[config.mk]
export PLATFORM = sky130hd
export DESIGN_NAME = multiplier_seq
export DESIGN_NICKNAME = d
export VERILOG_FILES = /design/src/rtl/multiplier_seq.sv
export SDC_FILE = /design/constraint.sdc
export NUM_CORES = 1
export LEC_CHECK = 0
export ABC_AREA = 1
export CAP_MARGIN = 20
export CORE_ASPECT_RATIO = 1.75
export CORE_UTILIZATION = 57
export DETAILED_ROUTE_END_ITERATION = 16
export PLACE_DENSITY = 0.83
export SLEW_MARGIN = 30
export SYNTH_ARGS = -nofsm -noshare
export SYNTH_HDL_FRONTEND = slang
export SYNTH_SLANG_ARGS = --single-unit
[constraint.sdc]
create_clock -name clk_i -period 11.42 [get_ports clk_i]
set_input_delay 2.284 -clock clk_i [delete_from_list [all_inputs] [get_ports clk_i]]
set_output_delay 2.284 -clock clk_i [all_outputs]
set_load 0.02 [all_outputs]
[src/rtl/multiplier_seq.sv]
// Sequential shift-and-add multiplier with a Wishbone-style strobe/ack handshake.
// Operands are reduced to magnitudes, multiplied BITS_PER_CYCLE bits per cycle,
// and the product is negated at the end when exactly one operand was negative.
// The last full product can be kept and returned immediately when the same
// operands are requested again, for example a high-half request followed by a
// low-half request.
module multiplier_seq #(
    parameter int XLEN            = 32,  // 32 or 64
    parameter int BITS_PER_CYCLE  = 1,   // 1, 2 or 4; must divide XLEN
    parameter int EARLY_TERMINATE = 1,
    parameter int RESULT_CACHE    = 1
) (
    input  logic            clk_i,
    input  logic            rst_i,
    input  logic            stb_i,
    input  logic            cyc_i,
    input  logic [XLEN-1:0] op_1_i,
    input  logic            op_1_is_signed_i,
    input  logic [XLEN-1:0] op_2_i,
    input  logic            op_2_is_signed_i,
    input  logic            result_upper_i,
    output logic [XLEN-1:0] result_o,
    output logic            ack_o,
    output logic            busy_o
);

    localparam int STEPS = XLEN / BITS_PER_CYCLE;
    localparam int CW    = $clog2(STEPS + 1);
    localparam logic [2*XLEN-1:0] ONE_WIDE = {{(2*XLEN-1){1'b0}}, 1'b1};

    typedef enum logic [1:0] {
        IDLE   = 2'd0,
        MUL    = 2'd1,
        NEGATE = 2'd2,
        DONE   = 2'd3
    } state_t;

    state_t            state;
    logic [2*XLEN-1:0] acc;
    logic [2*XLEN-1:0] mcand;
    logic [XLEN-1:0]   mplier;
    logic [CW-1:0]     count;
    logic              sign;
    logic              ack_q;

    logic [2*XLEN-1:0] cache_product;
    logic [XLEN-1:0]   cache_op_1;
    logic [XLEN-1:0]   cache_op_2;
    logic              cache_op_1_signed;
    logic              cache_op_2_signed;
    logic              cache_valid;

    logic              op_1_neg;
    logic              op_2_neg;
    logic [XLEN-1:0]   op_1_mag;
    logic [XLEN-1:0]   op_2_mag;
    logic              sign_next;
    logic              request;
    logic              cache_hit;
    logic [XLEN-1:0]   mplier_next;
    logic              last_step;
    logic [2*XLEN-1:0] partial;

    // Operand magnitudes, request/cache decode and loop-exit condition.
    always_comb begin
        op_1_neg  = op_1_is_signed_i & op_1_i[XLEN-1];
        op_2_neg  = op_2_is_signed_i & op_2_i[XLEN-1];
        // The most-negative value maps onto itself, which read unsigned is
        // exactly its magnitude, so no extra bit is needed.
        op_1_mag  = op_1_neg ? (~op_1_i + XLEN'(1)) : op_1_i;
        op_2_mag  = op_2_neg ? (~op_2_i + XLEN'(1)) : op_2_i;
        // A zero multiplier with early exit skips the NEGATE pass entirely.
        sign_next = (op_1_neg ^ op_2_neg) &
                    ~((EARLY_TERMINATE != 0) && (op_2_mag == '0));
        request   = stb_i & cyc_i & ~ack_q;
        cache_hit = (RESULT_CACHE != 0) && cache_valid &&
                    (op_1_i == cache_op_1) && (op_2_i == cache_op_2) &&
                    (op_1_is_signed_i == cache_op_1_signed) &&
                    (op_2_is_signed_i == cache_op_2_signed);
        mplier_next = mplier >> BITS_PER_CYCLE;
        last_step   = (count == CW'(STEPS - 1)) ||
                      ((EARLY_TERMINATE != 0) && (mplier_next == '0));
    end

    // Partial product for the low BITS_PER_CYCLE multiplier bits.
    always_comb begin
        // NOTE: assigning a default before the loop keeps every path driven,
        // so no latch is inferred for the conditional accumulation below.
        partial = '0;
        for (int k = 0; k < BITS_PER_CYCLE; k++) begin
            if (mplier[k]) begin
                partial = partial + (mcand << k);
            end
        end
    end

    // Control FSM together with the datapath and cache registers.
    always_ff @(posedge clk_i or posedge rst_i) begin
        if (rst_i) begin
            // NOTE: the datapath and cache registers are reset as well; result_o
            // must read zero after reset and the cache tags must not match
            // stale X values in simulation.
            state             <= IDLE;
            acc               <= '0;
            mcand             <= '0;
            mplier            <= '0;
            count             <= '0;
            sign              <= 1'b0;
            ack_q             <= 1'b0;
            result_o          <= '0;
            cache_product     <= '0;
            cache_op_1        <= '0;
            cache_op_2        <= '0;
            cache_op_1_signed <= 1'b0;
            cache_op_2_signed <= 1'b0;
            cache_valid       <= 1'b0;
        end else begin
            // NOTE: non-blocking assignments here so every register samples the
            // pre-edge value of the others, independent of statement order.
            case (state)
                IDLE: begin
                    // ack stays up while the master keeps stb_i high, then clears.
                    if (ack_q) begin
                        ack_q <= stb_i;
                    end
                    if (request) begin
                        if (cache_hit) begin
                            acc   <= cache_product;
                            state <= DONE;
                        end else begin
                            mcand  <= {{XLEN{1'b0}}, op_1_mag};
                            mplier <= op_2_mag;
                            sign   <= sign_next;
                            acc    <= '0;
                            count  <= '0;
                            state  <= MUL;
                            if (RESULT_CACHE != 0) begin
                                // Tags are captured now; the entry becomes valid in DONE.
                                cache_valid       <= 1'b0;
                                cache_op_1        <= op_1_i;
                                cache_op_2        <= op_2_i;
                                cache_op_1_signed <= op_1_is_signed_i;
                                cache_op_2_signed <= op_2_is_signed_i;
                            end
                        end
                    end
                end
                MUL: begin
                    acc    <= acc + partial;
                    mcand  <= mcand << BITS_PER_CYCLE;
                    mplier <= mplier_next;
                    count  <= count + CW'(1);
                    if (last_step) begin
                        state <= sign ? NEGATE : DONE;
                    end
                end
                NEGATE: begin
                    acc   <= ~acc + ONE_WIDE;
                    state <= DONE;
                end
                DONE: begin
                    result_o <= result_upper_i ? acc[2*XLEN-1:XLEN] : acc[XLEN-1:0];
                    ack_q    <= 1'b1;
                    if (RESULT_CACHE != 0) begin
                        cache_product <= acc;
                        cache_valid   <= 1'b1;
                    end
                    state <= IDLE;
                end
                default: state <= IDLE;
            endcase
        end
    end

    assign ack_o  = ack_q & stb_i;
    assign busy_o = (state != IDLE);

endmodule

==> flow_summary_export.csv <==
group,metric,value,unit
status,status,"completed",
synth,synthFlopType,"dfrtp_1",
synth,synth_top_family_by_area,"simple AND/OR/NAND/NOR gates",
global_route,grt_pass1_vias,28000,
clocking,cts_hold_buf,0,
timing,hold_violations,0,
hold_path,hold_class,"flip-flop to flip-flop",
clocking,tritoncts,"built",
synth,yosys-top-cells-count,"nand2_1, inv_1, nor2_1",
pwr,pwr-share-seq,29.1,%
timing,period_minus_slack,6.679,ns
global_route,gr-usage-met3,11.72,%
timing,fin_crit_sh,58.49,%
clocking,cts_setup_buffers,0,
worst_setup_path,end_kind,"flip-flop",
synth,synth_top_area_share,31.71,%
hold_path,min_from,"result_o[14]",
synth,yosysMostFrequentCell,"nand2_1",
pwr,internal-power,3.658,mW
timing,fmax,149.7,MHz
pwr,p_sw,4.113,mW
die,start_util,57.93,%
worst_setup_path,rrSetupSlack,6.54,ns
synth,ys_ff_latch,333,
pwr,fin_total_pwr,7.772,mW
synth,synth-adder-area-share,3.457,%
hold_path,min_to,"result_o[14]",
clocking,cts_resized,0,
die,row_count,103,
route,drt-initial-drc-count,3018,
route,drt_wl_total,107000,um
die,fp.dieH,286.0,um
synth,post-synth-top-area-cell,"dfrtp_1",
route,post-route-drc-count,0,
pwr,p_clk_share,15.9,%
cells_and_area,drive_gt1_share,3.429,%
cells_and_area,final_nets,4490,
timing,drv_slew,0,
synth,asyncSetResetFlopFracSynth,100.0,%
clocking,h-tree-depth,2,
global_route,grt_start_max_net_pins,166,
clocking,clock-sinks,333,
route,wire_per_inst,21.59,um
synth,synthXorXnorAreaFrac,1.733,%
worst_setup_path,worstSetupPathType,"input port to flip-flop",
hold_path,worstHoldPathCells,2,
pwr,cellLeakagePower,14.97,nW
clocking,clkLatencyLatePin,0.55,ns
clocking,clkTransAtPathRegs,0.06,ns
clocking,tritoncts.num_buffers,36,
synth,synthMuxAreaShare,0,%
timing,slew_headroom,31.37,%
cells_and_area,n_fill_cell,4437,
die,die_area,47000,um^2
synth,synth_edf_count,0,
job,drv_cap,0,
global_route,global_route.usage.met1,47.79,%
global_route,track_usage,46.38,%
synth,synth_area,26280,um^2
place,port_buffers,104,
synth,seq_area_frac_synth,31.71,%
worst_setup_path,start_kind,"input port",
synth,ys_types,43,
timing,setup_tns,0,ns
timing,setup_viol,0,
synth,synth_warnings,0,
global_route,busiest_layer,"met2",
timing,fin_skew,0.02347,ns
worst_setup_path,cp_max_fo,74,
die,die_w,164.3,um
worst_setup_path,cp.required,11.81,ns
synth,ys_top_cells_by_area,"dfrtp_1, nand2_1, inv_1",
pwr,combPwrFrac,55.1,%
synth,netlist_instances,4335,
die,core,45360,um^2
timing,tightest_slew,1.028,ns
synth,syn_nets,4478,
pwr,swShare,52.93,%
route,dr.pass1.iters,6,
global_route,antenna_found_initial,12,
route,vias,29350,
synth,synth-simple-area-share,39.49,%
clocking,cts_root_buf,"clkbuf_16",
worst_setup_path,arrival,7.07,ns
worst_setup_path,r2r_cells,10,
route,ant_nets,0,
route,drt-vias-per-instance,5.923,
worst_setup_path,r2r-start,"cache_op_1[8]",
synth,syn_area_per_cell,6.062,um^2
place,place_congestion,1.077,
cells_and_area,syn2layout_area_growth,9.870,%
global_route,gr-total-overflow,0,
pwr,pwr_density_cell,269.2,nW/um^2
clocking,cts.path.max_buffers,3,
global_route,grt_pass1_wl,161700,um
synth,synth_compound_area_share,12.41,%
pwr,ir_drop,308.5,uV
worst_setup_path,r2r-end,"cache_op_1[27]",
timing,grt_setup_unrepaired,"no",
die,ioPinCount,105,
place,post-dp-hpwl,79420,um
global_route,met2_usage,75.53,%
==> final cells by class <==
cell class | count | area, um^2 | share of cell area [%]
Timing Repair Buffer | 128 | 1265 | 4.381
Tap cell | 577 | 721.9 | 2.500
Antenna cell | 4 | 10.01 | 0.03467
Clock buffer | 50 | 1056 | 3.657
Sequential cell | 333 | 8334 | 28.87
Inverter | 606 | 2281 | 7.900
Clock inverter | 16 | 168.9 | 0.5850
Multi-Input combinational cell | 3242 | 15040 | 52.08
==> how the worst max path moves through the flow <==
stage,from,end
after global placement,op_1_i[4],mcand[16]
after global routing,op_1_i[8],cache_op_1[11]
after floorplan,rst_i,acc[0]
final,op_1_i[8],cache_op_1[27]
after CTS,op_1_i[4],cache_op_1[11]
after detailed placement,op_1_i[4],cache_op_1[28]
==> sequential cells by signal, summed over array words and instances, names as in the netlist <==
name and flops:
mplier 32, cache_valid 1, ack_q 1, result_o 32, cache_op_1_signed 1, mcand 64, cache_op_2_signed 1, count 6
state 2, acc 64, cache_op_2 32, sign 1, cache_op_1 32, cache_product 64
==> through the flow <==
step	setup slack (ns)	area [um^2]	cells	hold slack, ns	utilization, %
after detailed placement	4.354	27600	4885	0.4677	60.84
after global routing	4.424	28870	4954	0.5082	63.64
after global placement	4.427	27590	4885	0.4645	60.82
after floorplan	4.687	26280	4335	0.4498	-
final	4.741	28870	4956	0.4805	63.65
after CTS	4.924	28820	4951	0.4871	63.54
==> cell usage in the layout (no fill, tap or decap), types with 10 or more instances in the layout <==
| master | synthesis | layout |
|---|---|---|
| o21ai_1 | 21 | 22 |
| nand3_1 | 402 | 402 |
| buf_4 | 4 | 19 |
| inv_1 | 588 | 586 |
| nor3_1 | 46 | 46 |
| xor2_1 | 45 | 45 |
| o21ai_0 | 389 | 388 |
| dfrtp_1 | 333 | 332 |
| o21bai_1 | 16 | 16 |
| clkdlybuf4s50_1 | 0 | 104 |
| a21oi_1 | 168 | 168 |
| ha_1 | 71 | 68 |
| nand3b_1 | 18 | 18 |
| o211ai_1 | 10 | 10 |
| nand4_1 | 89 | 89 |
| or2_2 | 29 | 29 |
| nor4_1 | 12 | 12 |
| nand2_1 | 1436 | 1435 |
| nor2_1 | 443 | 438 |
| clkbuf_16 | 0 | 38 |
| inv_2 | 17 | 16 |
==> power by group through the flow <==
stage,Sequential (mW),Clock [mW],Combinational [mW]
after floorplan,2.03,0,2.91
after global placement,2.22,0,4.05
after detailed placement,2.22,0,4.11
after CTS,2.21,1.23,4.14
after global routing,2.29,1.27,4.74
final,2.26,1.23,4.28
==> logic make-up (layout without fill, tap and decap cells) <==
| logic type | Yosys count | after routing |
|---|---|---|
| simple gates | 2490 | 2490 |
| buf+inv | 760 | 800 |
| compound gates | 628 | 628 |
| flops | 333 | 333 |
| fa+ha+maj | 72 | 72 |
| xor+xnor | 52 | 52 |
| other cells | 0 | 4 |
==> routing by layer <==
layer	vias up	share of wire (%)
met1	13330	34
li1	13840	-
met5	-	0.092
met4	16	11
met2	1583	46
met3	581	8.6
==> critical path: stages <==
cell and delay [ns]:
clkdlybuf4s50_1 0.46, xnor2_1 0.62, nand3b_1 0.14, nor2_1 0.13
nand2_1 0.10, nor2_4 0.72, nand3_4 0.58, nand2_4 0.53
buf_4 0.60, buf_4 0.67, o21ai_0 0.18
Note: power is estimated with default switching activity, not from simulation.
